**config.mk**
```make
export PLATFORM = sky130hd
export DESIGN_NAME = oled_spi_receiver_flat
export DESIGN_NICKNAME = d
export VERILOG_FILES = /design/src/rtl/oled_spi_receiver_pkg.sv /design/src/rtl/oled_spi_receiver_if.sv /design/src/rtl/oled_spi_receiver_fifo.sv /design/src/rtl/oled_spi_receiver.sv /design/src/flat_wrapper.sv
export SDC_FILE = /design/constraint.sdc
export NUM_CORES = 1
export LEC_CHECK = 0
export ABC_AREA = 1
export CORE_ASPECT_RATIO = 1.5
export CORE_UTILIZATION = 35
export CTS_CLUSTER_DIAMETER = 200
export DETAILED_ROUTE_END_ITERATION = 7
export GPL_ROUTABILITY_DRIVEN = 0
export PLACE_DENSITY_LB_ADDON = 0.2
export SYNTH_ARGS = -nofsm -noshare
export SYNTH_HDL_FRONTEND = slang
export SYNTH_HIERARCHICAL = 1
export SYNTH_SLANG_ARGS = --single-unit
```
**constraint.sdc**
```tcl
create_clock -name clk -period 4.11 [get_ports clk]
set_input_delay 0.822 -clock clk [delete_from_list [all_inputs] [get_ports clk]]
set_output_delay 0.822 -clock clk [all_outputs]
set_load 0.005 [all_outputs]
```
**src/rtl/oled_spi_receiver_pkg.sv**
```systemverilog
`default_nettype none
// +----------------------------------------------------------------------------+
// | Package   : oled_pkg                                                       |
// | Purpose   : Shared command codes and FIFO entry type for the OLED receiver.|
// | Revision  : 1.0                                                            |
// +----------------------------------------------------------------------------+
package oled_pkg;

    localparam logic [7:0] OLED_CMD_DISPLAY_OFF = 8'hAE;
    localparam logic [7:0] OLED_CMD_DISPLAY_ON  = 8'hAF;

    typedef struct packed {
        logic       dc;
        logic [7:0] data;
    } oled_rx_byte_t;

endpackage
`default_nettype wire

```
**src/rtl/oled_spi_receiver_if.sv**
```systemverilog
`default_nettype none
// +----------------------------------------------------------------------------+
// | Interface : oled_spi_receiver_if                                           |
// | Purpose   : Valid/ready byte stream leaving the OLED SPI receiver.         |
// | Revision  : 1.0                                                            |
// +----------------------------------------------------------------------------+
interface oled_spi_receiver_if;
    logic       out_valid;
    logic       out_ready;
    logic [7:0] out_data;
    logic       out_dc;

    modport master (
        output out_valid,
        output out_data,
        output out_dc,
        input  out_ready
    );

    modport slave (
        input  out_valid,
        input  out_data,
        input  out_dc,
        output out_ready
    );
endinterface
`default_nettype wire

```
**src/rtl/oled_spi_receiver_fifo.sv**
```systemverilog
`default_nettype none
// +----------------------------------------------------------------------------+
// | Module    : oled_rx_fifo                                                   |
// | Purpose   : First-word fall-through FIFO of {dc,data} entries.             |
// | Revision  : 1.0                                                            |
// +----------------------------------------------------------------------------+
module oled_rx_fifo
    import oled_pkg::*;
#(
    parameter int DEPTH = 4
) (
    input  wire logic          clk,
    input  wire logic          reset,
    input  wire logic          clear,
    input  wire logic          push,
    input  oled_rx_byte_t      push_data,
    output logic               full,
    input  wire logic          pop,
    output logic               empty,
    output oled_rx_byte_t      head
);

    localparam int AW = (DEPTH > 1) ? $clog2(DEPTH) : 1;
    localparam int CW = AW + 1;
    localparam logic [CW-1:0] FULL_COUNT = CW'(DEPTH);

    oled_rx_byte_t  mem [DEPTH];
    logic [AW-1:0]  wr_ptr;
    logic [AW-1:0]  rd_ptr;
    logic [CW-1:0]  count;
    logic           push_ok;
    logic           pop_ok;

    assign empty   = (count == '0);
    assign full    = (count == FULL_COUNT);
    // A pop frees the slot the simultaneous push needs, so full+pop still accepts.
    assign push_ok = push && !clear && (!full || pop);
    assign pop_ok  = pop && !clear && !empty;
    assign head    = empty ? '0 : mem[rd_ptr];

    always_ff @(posedge clk) begin
        if (reset || clear) begin
            wr_ptr <= '0;
            rd_ptr <= '0;
            count  <= '0;
        end else begin
            if (push_ok) wr_ptr <= wr_ptr + AW'(1);
            if (pop_ok)  rd_ptr <= rd_ptr + AW'(1);
            if (push_ok && !pop_ok)      count <= count + CW'(1);
            else if (!push_ok && pop_ok) count <= count - CW'(1);
        end
    end

    always_ff @(posedge clk) begin
        if (push_ok) mem[wr_ptr] <= push_data;
    end

endmodule
`default_nettype wire

```
**src/rtl/oled_spi_receiver.sv**
```systemverilog
`default_nettype none
// +----------------------------------------------------------------------------+
// | Module    : oled_spi_receiver                                              |
// | Purpose   : Oversampling SPI mode-0 deserialiser with dc tag and FIFO.     |
// |             Define OLED_RX_CMD_DECODE_EN to build display on/off decode.   |
// | Revision  : 1.0                                                            |
// +----------------------------------------------------------------------------+
module oled_spi_receiver
    import oled_pkg::*;
#(
    parameter int FIFO_DEPTH  = 4,
    parameter int SYNC_STAGES = 2
) (
    input  wire logic            clk,
    input  wire logic            reset,
    input  wire logic            spi_cs,
    input  wire logic            spi_clk,
    input  wire logic            spi_mosi,
    input  wire logic            oled_dc,
    input  wire logic            oled_res,
    oled_spi_receiver_if.master  out_if,
    output logic                 overflow,
    output logic                 frame_err,
    output logic                 display_on
);

    // Bit order of the synchroniser bundle: {res, dc, mosi, sclk, cs}
    localparam logic [4:0] SYNC_IDLE = 5'b10001;

    logic [SYNC_STAGES-1:0][4:0] sync_q;
    logic [4:0]     raw_in;
    logic           sync_cs;
    logic           sync_sclk;
    logic           sync_mosi;
    logic           sync_dc;
    logic           res_low;
    logic           prev_sclk;
    logic           prev_cs;
    logic           sclk_rise;
    logic           cs_rise;
    logic [2:0]     bitcnt;
    logic [6:0]     shreg;
    logic           wr_pend;
    oled_rx_byte_t  wr_byte;
    logic           fifo_full;
    logic           fifo_empty;
    logic           pop;
    logic           push;
    oled_rx_byte_t  head;

    assign raw_in = {oled_res, oled_dc, spi_mosi, spi_clk, spi_cs};

    always_ff @(posedge clk) begin
        if (reset) sync_q <= {SYNC_STAGES{SYNC_IDLE}};
        else       sync_q <= {sync_q[SYNC_STAGES-2:0], raw_in};
    end

    assign sync_cs   = sync_q[SYNC_STAGES-1][0];
    assign sync_sclk = sync_q[SYNC_STAGES-1][1];
    assign sync_mosi = sync_q[SYNC_STAGES-1][2];
    assign sync_dc   = sync_q[SYNC_STAGES-1][3];
    assign res_low   = !sync_q[SYNC_STAGES-1][4];

    assign sclk_rise = sync_sclk && !prev_sclk && !sync_cs;
    assign cs_rise   = sync_cs && !prev_cs;

    always_ff @(posedge clk) begin
        if (reset) begin
            prev_sclk <= 1'b0;
            prev_cs   <= 1'b1;
            bitcnt    <= '0;
            shreg     <= '0;
            wr_pend   <= 1'b0;
            wr_byte   <= '0;
            frame_err <= 1'b0;
        end else begin
            prev_sclk <= sync_sclk;
            prev_cs   <= sync_cs;
            frame_err <= 1'b0;
            wr_pend   <= 1'b0;
            if (res_low) begin
                bitcnt <= '0;
            end else if (cs_rise) begin
                bitcnt    <= '0;
                frame_err <= (bitcnt != 3'd0);
            end else if (sclk_rise) begin
                shreg  <= {shreg[5:0], sync_mosi};
                bitcnt <= bitcnt + 3'd1;
                if (bitcnt == 3'd7) begin
                    wr_pend      <= 1'b1;
                    wr_byte.dc   <= sync_dc;
                    wr_byte.data <= {shreg, sync_mosi};
                end
            end
        end
    end

    assign pop  = out_if.out_valid && out_if.out_ready;
    assign push = wr_pend && !res_low;

    oled_rx_fifo #(
        .DEPTH (FIFO_DEPTH)
    ) u_fifo (
        .clk       (clk),
        .reset     (reset),
        .clear     (res_low),
        .push      (push),
        .push_data (wr_byte),
        .full      (fifo_full),
        .pop       (pop),
        .empty     (fifo_empty),
        .head      (head)
    );

    assign out_if.out_valid = !fifo_empty;
    assign out_if.out_data  = head.data;
    assign out_if.out_dc    = head.dc;

    always_ff @(posedge clk) begin
        if (reset)                          overflow <= 1'b0;
        else if (push && fifo_full && !pop) overflow <= 1'b1;
    end

`ifdef OLED_RX_CMD_DECODE_EN
    logic push_ok;
    assign push_ok = push && (!fifo_full || pop);

    // Decode only bytes that actually enter the FIFO, so dropped bytes are ignored.
    always_ff @(posedge clk) begin
        if (reset || res_low) begin
            display_on <= 1'b0;
        end else if (push_ok && !wr_byte.dc) begin
            if (wr_byte.data == OLED_CMD_DISPLAY_ON)       display_on <= 1'b1;
            else if (wr_byte.data == OLED_CMD_DISPLAY_OFF) display_on <= 1'b0;
        end
    end
`else
    assign display_on = 1'b0;
`endif

endmodule
`default_nettype wire
```
**src/flat_wrapper.sv**
```systemverilog
// flat-port wrapper written by rule: the top's interface ports become plain ports
module oled_spi_receiver_flat import oled_pkg::*;
#(
    parameter int FIFO_DEPTH  = 4,
    parameter int SYNC_STAGES = 2
)
  (clk, reset, spi_cs, spi_clk, spi_mosi, oled_dc, oled_res, overflow, frame_err, display_on, out_if_out_valid, out_if_out_data, out_if_out_dc, out_if_out_ready);
  oled_spi_receiver_if out_if_i ();
  input  wire logic clk;
  input  wire logic reset;
  input  wire logic spi_cs;
  input  wire logic spi_clk;
  input  wire logic spi_mosi;
  input  wire logic oled_dc;
  input  wire logic oled_res;
  output logic overflow;
  output logic frame_err;
  output logic display_on;
  output wire logic [$bits(out_if_i.out_valid)-1:0] out_if_out_valid;
  output wire logic [$bits(out_if_i.out_data)-1:0] out_if_out_data;
  output wire logic [$bits(out_if_i.out_dc)-1:0] out_if_out_dc;
  input wire logic [$bits(out_if_i.out_ready)-1:0] out_if_out_ready;
  assign out_if_out_valid = out_if_i.out_valid;
  assign out_if_out_data = out_if_i.out_data;
  assign out_if_out_dc = out_if_i.out_dc;
  assign out_if_i.out_ready = out_if_out_ready;
  oled_spi_receiver #(.FIFO_DEPTH(FIFO_DEPTH), .SYNC_STAGES(SYNC_STAGES)) u_core (.clk(clk), .reset(reset), .spi_cs(spi_cs), .spi_clk(spi_clk), .spi_mosi(spi_mosi), .oled_dc(oled_dc), .oled_res(oled_res), .out_if(out_if_i), .overflow(overflow), .frame_err(frame_err), .display_on(display_on));
endmodule
```
; ---- Yosys cells after proc, flatten, opt, wreduce, memory -nomap -nowiden
; Memories as Yosys holds them, arrays and structs flattened. A register that Yosys moved wholly into a read port is not among the register bits.
; Index checks and enable logic that the tools add are counted.
; W data, S select, Z words.
[word_totals]
regBits = 41
mem_bits_rw = 36
inputBits = 8
n_memories = 1
[memory_table]
columns = name, depth, word_bits, rd, rd_ports_with_merged_regs, write_ports, line
row1 = u_core.u_fifo.mem, 4, 9, 1, 1, 1, oled_spi_receiver_fifo.sv:27  ; oled_rx_byte_t mem [DEPTH];
[op_classes]
addsub = 5
n_eq_ne = 2
muxes = 8
n_bitwise = 3
reduce_logical = 32
[op_table]
columns = cell, n
row1 = $logic_and A1 B1 Y1, 13
row2 = $logic_not A1 Y1, 9
row3 = $mux W9, 1
row4 = $add A3 B1 Y3 const B, 2
row5 = $eq A3 B3 Y1 const B, 2
row6 = $mux W3, 2
row7 = $reduce_or A3 Y1, 2
row8 = $add A2 B1 Y2 const B, 2
row9 = $mux W2, 2
row10 = $reduce_and A4 Y1, 1
row11 = $reduce_or A4 Y1, 1
row12 = $logic_not A3 Y1, 1
row13 = $mux W1, 3
row14 = $not A1 Y1, 3
row15 = $reduce_and A3 Y1, 1
row16 = $reduce_bool A3 Y1, 1
row17 = $sub A3 B1 Y3 const B, 1
row18 = $logic_or A1 B1 Y1, 2
row19 = $reduce_bool A2 Y1, 1

; ---- Longest topological paths before layout
; Gate-level depths: netlist of the first run.
[depth]
ltp_word = 9
mapped_depth = 19
depth_no_buf = 19

; ---- Cells and area by module
; The synthesis of the first run kept the hierarchy.
[by_module_without_submodules]
columns = mod, n_inst, cells_per_inst, area_per_inst_um2, seq_area_each_um2
row1 = oled_rx_fifo, 1, 181, 1935.6, 1261.2
row2 = oled_spi_receiver, 1, 164, 1281.2, 680.7

; ---- Worst setup path after synthesis of the first run
; Ideal clock, no wire load.
[synth_path]
path_kind = input-to-reg
start = input out_if_out_ready
end = register u_core.u_fifo.count[2]
arrival_time_ns = 2.137
required_time_ns = 3.997
setup_slack_ns = 1.860
path_stages = 15
cell_sequence = nand2_1 -> inv_1 -> inv_1 -> nand3_1 -> nand2_1 -> inv_1 -> ha_1 -> inv_1 -> fa_1 -> inv_1 -> nand2_1 -> nand3_1 -> nand2_1 -> nand2_1 -> nor2_1
[synth_via]
elab_chain_cells = 6
[synth_rtl]
columns = element, line
row1 = from (decl), flat_wrapper.sv:22  ; input wire logic [$bits(out_if_i.out_ready)-1:0] out_if_out_ready;
row2 = $logic_and A1 B1 Y1 (*), oled_spi_receiver.sv:98  ; assign pop = out_if.out_valid && out_if.out_ready;
row3 = net u_core.pop, oled_spi_receiver.sv:47  ; logic pop;
row4 = $logic_or A1 B1 Y1 (*), oled_spi_receiver_fifo.sv:37  ; assign push_ok = push && !clear && (!full || pop);
row5 = $logic_and A1 B1 Y1 (*), oled_spi_receiver_fifo.sv:37
row6 = net u_core.u_fifo.push_ok, oled_spi_receiver_fifo.sv:31  ; logic push_ok;
row7 = $logic_not A1 Y1, oled_spi_receiver_fifo.sv:50  ; else if (!push_ok && pop_ok) count <= count - CW'(1);
row8 = $logic_and A1 B1 Y1, oled_spi_receiver_fifo.sv:50
row9 = $reduce_bool A2 Y1 (no line), --
row10 = to (signal assigned), oled_spi_receiver_fifo.sv:49  ; if (push_ok && !pop_ok) count <= count + CW'(1);
row11 = to (signal assigned), oled_spi_receiver_fifo.sv:50
row12 = to (decl), oled_spi_receiver_fifo.sv:30  ; logic [CW-1:0] count;
; The timed path passes the listed nets; every way through them passes the cells marked *.
; A chain may end at the register's enable or synchronous reset.

==> impl_metrics.toml, run 1 <==
[status]
status = "complete, no violations"

[cts]
cts.sinks = 79
clockBufferDepth = 2
htree_levels = 3
cts_root_buf = "clkbuf_16"
clkSlewWorstSetupHoldPaths_ns = 0.06
cts_buffers = 9
clk_latency_ns = 0.33
cts_resized = 0
cts_tree = "yes"
post_cts_buffers = 0
cts_hold_buffers = 0

[grt]
grt_use_total_pct = 13.0
busiest_layer = "met2"
grt_pass1_vias = 2059
met2_usage_pct = 23.5
met3_usage_pct = 3.30
grt_overflow = 0
grt_max_degree = 20
grtUsageMet1_pct = 13.2
grt_pass1_wl_microns = 9190
antenna_found_initial = 0

[critical_path]
end_kind = "primary output"
worst-setup-path-type = "flip-flop to primary output"
cp.arrival_ns = 2.18
worst_ep_required_time_ns = 3.29
path_max_fanout = 19
startpoint_type = "flip-flop"

[synth]
yosysSeqAreaShare_pct = 60.4
synthSimpleGateAreaFrac_pct = 19.8
syn_avg_cell_area_sq_um = 9.32
ys_warn_count = 6
synth_seq_cells = 79
synthAdderAreaFrac_pct = 3.73
yosys-mux-area-fraction_pct = 0
synth_compound_area_share_pct = 7.70
synth_area_sq_um = 3220
synth.largest_area_cell = "edfxtp_1"
ys_types = 29
synth_top_area_share_pct = 33.6
syn-num-nets = 362
netlist_instances = 345
synth_xor_area_share_pct = 0.272
synth_top_family_by_area = "simple AND/OR/NAND/NOR gates"
yosys-top-cells-area = "edfxtp_1 (34%), dfxtp_1 (27%), nor2_1 (9.5%)"

[sta]
rsz0062_at_grt = "false"
fin_crit_sh_pct = 73.0
finalHoldViolations = 0
layout_setup_ws_ns = 1.11
max_slew.worst_pin.slew_ns = 0.836
setup_tns_ns = 0
max_freq_mhz = 333
finClkSkew_ns = 0.00443
holdWs_ns = 0.402
slew_viol_final = 0
setup_viol = 0
finalCriticalPeriod_ns = 3.00
relSlewSlack_pct = 44.0

[hold_path]
hp-class = "flip-flop to flip-flop"

[detailed_routing]
routed_wl_microns = 5490
num_vias = 2167
ant_nets = 0
drc_errors = 0
first_pass_iters = 4
first_iter_violations = 110
wl_per_cell_microns = 11.4
avgViaCountPerCell = 4.50

[placement]
port_buffers = 19
hpwl_microns = 3880
place_worst_setup_slack_ns = 1.18

[layout]
fillCellCount = 912
layout.nets = 384
mostFrequentLayoutCells = "nor2_1 (81), inv_1 (43), dfxtp_1 (43), edfxtp_1 (36), nand2_1 (34)"
n_antenna_cell = 0
multi_input_area_sq_um = 1020
layout_commonest_cell = "nor2_1"
area.growth.synth_to_final_pct = 16.7
drive_gt1_share_pct = 8.87
post-route-util_pct = 42.3
regArea_sq_um = 1940

[die]
die_x_microns = 80.3
rows = 42
core_sq_um = 8880
chipHeight_microns = 119
fp.dieArea_sq_um = 9590
ioPinCount = 21
initial_core_util_pct = 36.2

[power_and_ir_drop]
power.density_nw_per_um2 = 422
vdd_drop_max_mv = 0.203
total_power_mw = 1.58
power_leakage_nw = 1.48

[run]
cap_viol_max_count = 0
==> critical path, cell delays in order (launching register included) <==
cell and delay (ns):
dfxtp_1 0.77, inv_2 0.30, o21ai_0 0.24, a21oi_1 0.09
clkdlybuf4s50_1 0.44
==> routing by layer <==
layer	wire length, microns	share of wire [%]
met5	0	0
met4	126	2.3
met2	2910	53
met3	136	2.5
met1	2320	42
==> cells in the mapped netlist (all sizes together) <==
master	instances
nor2	86
inv	48
dfxtp	43
edfxtp	36
nand2	35
o21ai	26
a21oi	20
nand3	16
ha	8
nor3	8
buf	6
or2	4
clkbuf	2
nand4	2
a31oi	1
clkinv	1
conb	1
fa	1
xor2	1
==> logic make-up after synthesis <==
logic type	after synthesis
buffers and inverters	57
adder cells (fa/ha/maj)	9
XOR/XNOR	1
other	1
AO/OA/AOI/OAI	47
flip-flops	79
AND/OR/NAND/NOR	151
==> area by class of cell <==
cell class	count	share of cell area, %
flip-flops and latches	79	51.7
repair buffers	19	5.07
well taps	110	3.67
inverters	49	4.90
clock buffers	9	6.00
clock inverters	7	1.53
multi-input cells	209	27.1
==> through the flow <==
step | std cells | area (sq um)
floorplan | 345 | 3220
finish | 482 | 3750
global route | 482 | 3750
detailed placement | 466 | 3470
global placement | 466 | 3470
CTS | 482 | 3750
==> final timing paths <==
path                                              from                      to  slack, ns  depth (start not counted)
worst max register to register  u_core/u_fifo/count[1]  u_core/u_fifo/count[1]       1.63                         15
worst min-delay path                  u_core/sync_q[3]          u_core/sync_dc       0.40                          2
worst max-delay path                         flip-flop      out_if_out_data[5]       1.11                          4
worst min register to register        u_core/sync_q[3]          u_core/sync_dc       0.40                          2
==> where the power goes <==
part	leakage, nW	switching (mW)	internal [mW]	total, mW
clock network	0.140	0.315	0.415	0.731
logic	0.617	0.0166	0.0117	0.0284
registers	0.725	0.00306	0.820	0.823
==> flip-flops by register name (all words and copies together) (netlist names), 2 cells and up, named ones only <==
name and cells:
u_core/u_fifo/mem 36, u_core/sync_q 7, u_core/u_fifo/count 3, u_core/wr_byte 9
u_core/shreg 7, u_core/bitcnt 3, u_core/u_fifo/rd_ptr 2, u_core/u_fifo/wr_ptr 2
Power figures use the tool's default switching activity.
==> inputs of run 2 (changes only) <==
- clock period: 4.11 -> 3.05 ns (I/O delays scaled with it)
==> run 2 against run 1 <==
  * Clock power is 35% higher
  * Global-route usage down 0.26 points
  * Via count did not move
  * First-iteration DRC count down 1.8%
==> impl_metrics.toml, run 2 (same netlist as run 1, synthesis figures left out) <==
[layout]
post-route-util_pct = 42.7
area.growth.synth_to_final_pct = 17.8
largest_reg_flops = 36
fin_cells = 487
drive_gt1_share_pct = 9.81
reg_top3 = "u_core/u_fifo/mem (36), u_core/wr_byte (9)"
layout.nets = 389
top_register = "u_core/u_fifo/mem"
layout_commonest_cell = "nor2_1"
mostFrequentLayoutCells = "nor2_1 (81), inv_1 (43), dfxtp_1 (43), edfxtp_1 (36), nand2_1 (34)"
design_area_sq_um = 3790
n_antenna_cell = 0

[sta]
finClkSkew_ns = 0.00602
slew_viol_final = 0
finalCriticalPeriod_ns = 2.81
setup_tns_ns = 0
holdWs_ns = 0.406
relSlewSlack_pct = 51.8
max_freq_mhz = 355
rsz0062_at_grt = "false"
layout_setup_ws_ns = 0.235
finalHoldViolations = 0
setup_viol = 0
fin_crit_sh_pct = 92.3
max_slew.worst_pin.slew_ns = 0.722

[detailed_routing]
avgViaCountPerCell = 4.45
routed_wl_microns = 5440
num_vias = 2167
wl_per_cell_microns = 11.2
ant_nets = 0
first_iter_violations = 108
drc_errors = 0
first_pass_iters = 4

[critical_path]
end_kind = "primary output"
startpoint_type = "flip-flop"
path_max_fanout = 19
worst_ep_required_time_ns = 2.44
max_stage_delay_ns = 0.78
worst-setup-path-type = "flip-flop to primary output"
critPathSlowestCell = "dfxtp_1"
path_cells = "inv_2 > o21ai_0 > a21oi_1 > clkdlybuf4s50_1"
cp.arrival_ns = 2.20

[cts]
cts_resized = 0
clkSlewWorstSetupHoldPaths_ns = 0.06
clockBufferDepth = 2
htree_levels = 3
post_cts_buffers = 0
cts_tree = "yes"
cts.sinks = 79
clk_latency_ns = 0.33
cts_root_buf = "clkbuf_16"
cts_buffers = 9
cts_hold_buffers = 0

[power_and_ir_drop]
clockPowerShare_pct = 46.1
p_sw_mw = 0.451
pwr-share-seq_pct = 52.0
power.density_nw_per_um2 = 563
internal_power_mw = 1.68
vdd_drop_max_mv = 0.285
total_power_mw = 2.13
p_comb_share_pct = 1.9
switching_share_pct = 21.1
power_leakage_nw = 1.50

[grt]
grt_pass1_wl_microns = 8960
grt_pass1_vias = 1985
antenna_found_initial = 0
grt_overflow = 0
grt_max_degree = 20
grt_use_total_pct = 12.7

[placement]
hpwl_microns = 3750
post-place-cells = 471
place_worst_setup_slack_ns = 0.355
port_buffers = 19
placed_area_sq_um = 3510

[die]
rows = 42
core_sq_um = 8880
die_x_microns = 80.3
initial_core_util_pct = 36.2
fp.dieArea_sq_um = 9590
chipHeight_microns = 119
ioPinCount = 21

[hold_path]
hp-class = "flip-flop to flip-flop"

[status]
status = "complete, no violations"

[run]
cap_viol_max_count = 0
run 2: cell types whose count changed in the layout (fill, tap and decap cells not counted):
cell,before,now
buf_4,0,5
clkinv_4,4,1
clkinvlp_4,0,2
clkinv_1,1,2
clkinv_2,1,0
inv_8,0,1
run 2: per-layer routing:
layer  routed length [microns]  track usage [%]  vias to the layer above  part of all wire (%)
met5                         0                0                        -                     0
met4                       130             7.70                        0                   2.4
met3                       108             3.22                        7                   2.0
met2                      2820             22.5                       26                    52
met1                      2380             13.0                      981                    44
li1                          -                -                     1153                     -
run 2: layout make-up:
type	count	area, sq um
sequential	79	1940
timing repair buffer	24	228
multi-input combinational	209	1020
clock buffer	9	225
clock inverter	7	56.3
tap	110	138
inverter	49	184
fill	879	5090
run 2: critical path: cells and delay by family, from the launching register on:
kind | cells | cell delay (ns)
buffers and inverters | 2 | 0.75
DFF | 1 | 0.78
AOI/OAI and AO/OA | 2 | 0.34
run 2: worst paths after layout:
path / from / to / slack (ns) / cells after the start
worst max register to register: u_core/u_fifo/count[1] / u_core/u_fifo/count[1] / 0.59 / 15
worst min register to register: u_core/sync_q[1] / u_core/sync_q[6] / 0.41 / 2
worst min-delay path: u_core/sync_q[1] / u_core/sync_q[6] / 0.41 / 2
worst max-delay path: flip-flop / out_if_out_data[3] / 0.24 / 4
run 2: power by group through the flow:
stage,combinational (mW),sequential [mW],clock (mW)
2_1_floorplan,0.0251,1.13,0
3_3_place_gp,0.0401,1.13,0
3_5_place_dp,0.0405,1.13,0
4_1_cts,0.0407,1.11,1.01
5_1_grt,0.0460,1.11,1.05
6_report,0.0396,1.11,0.984
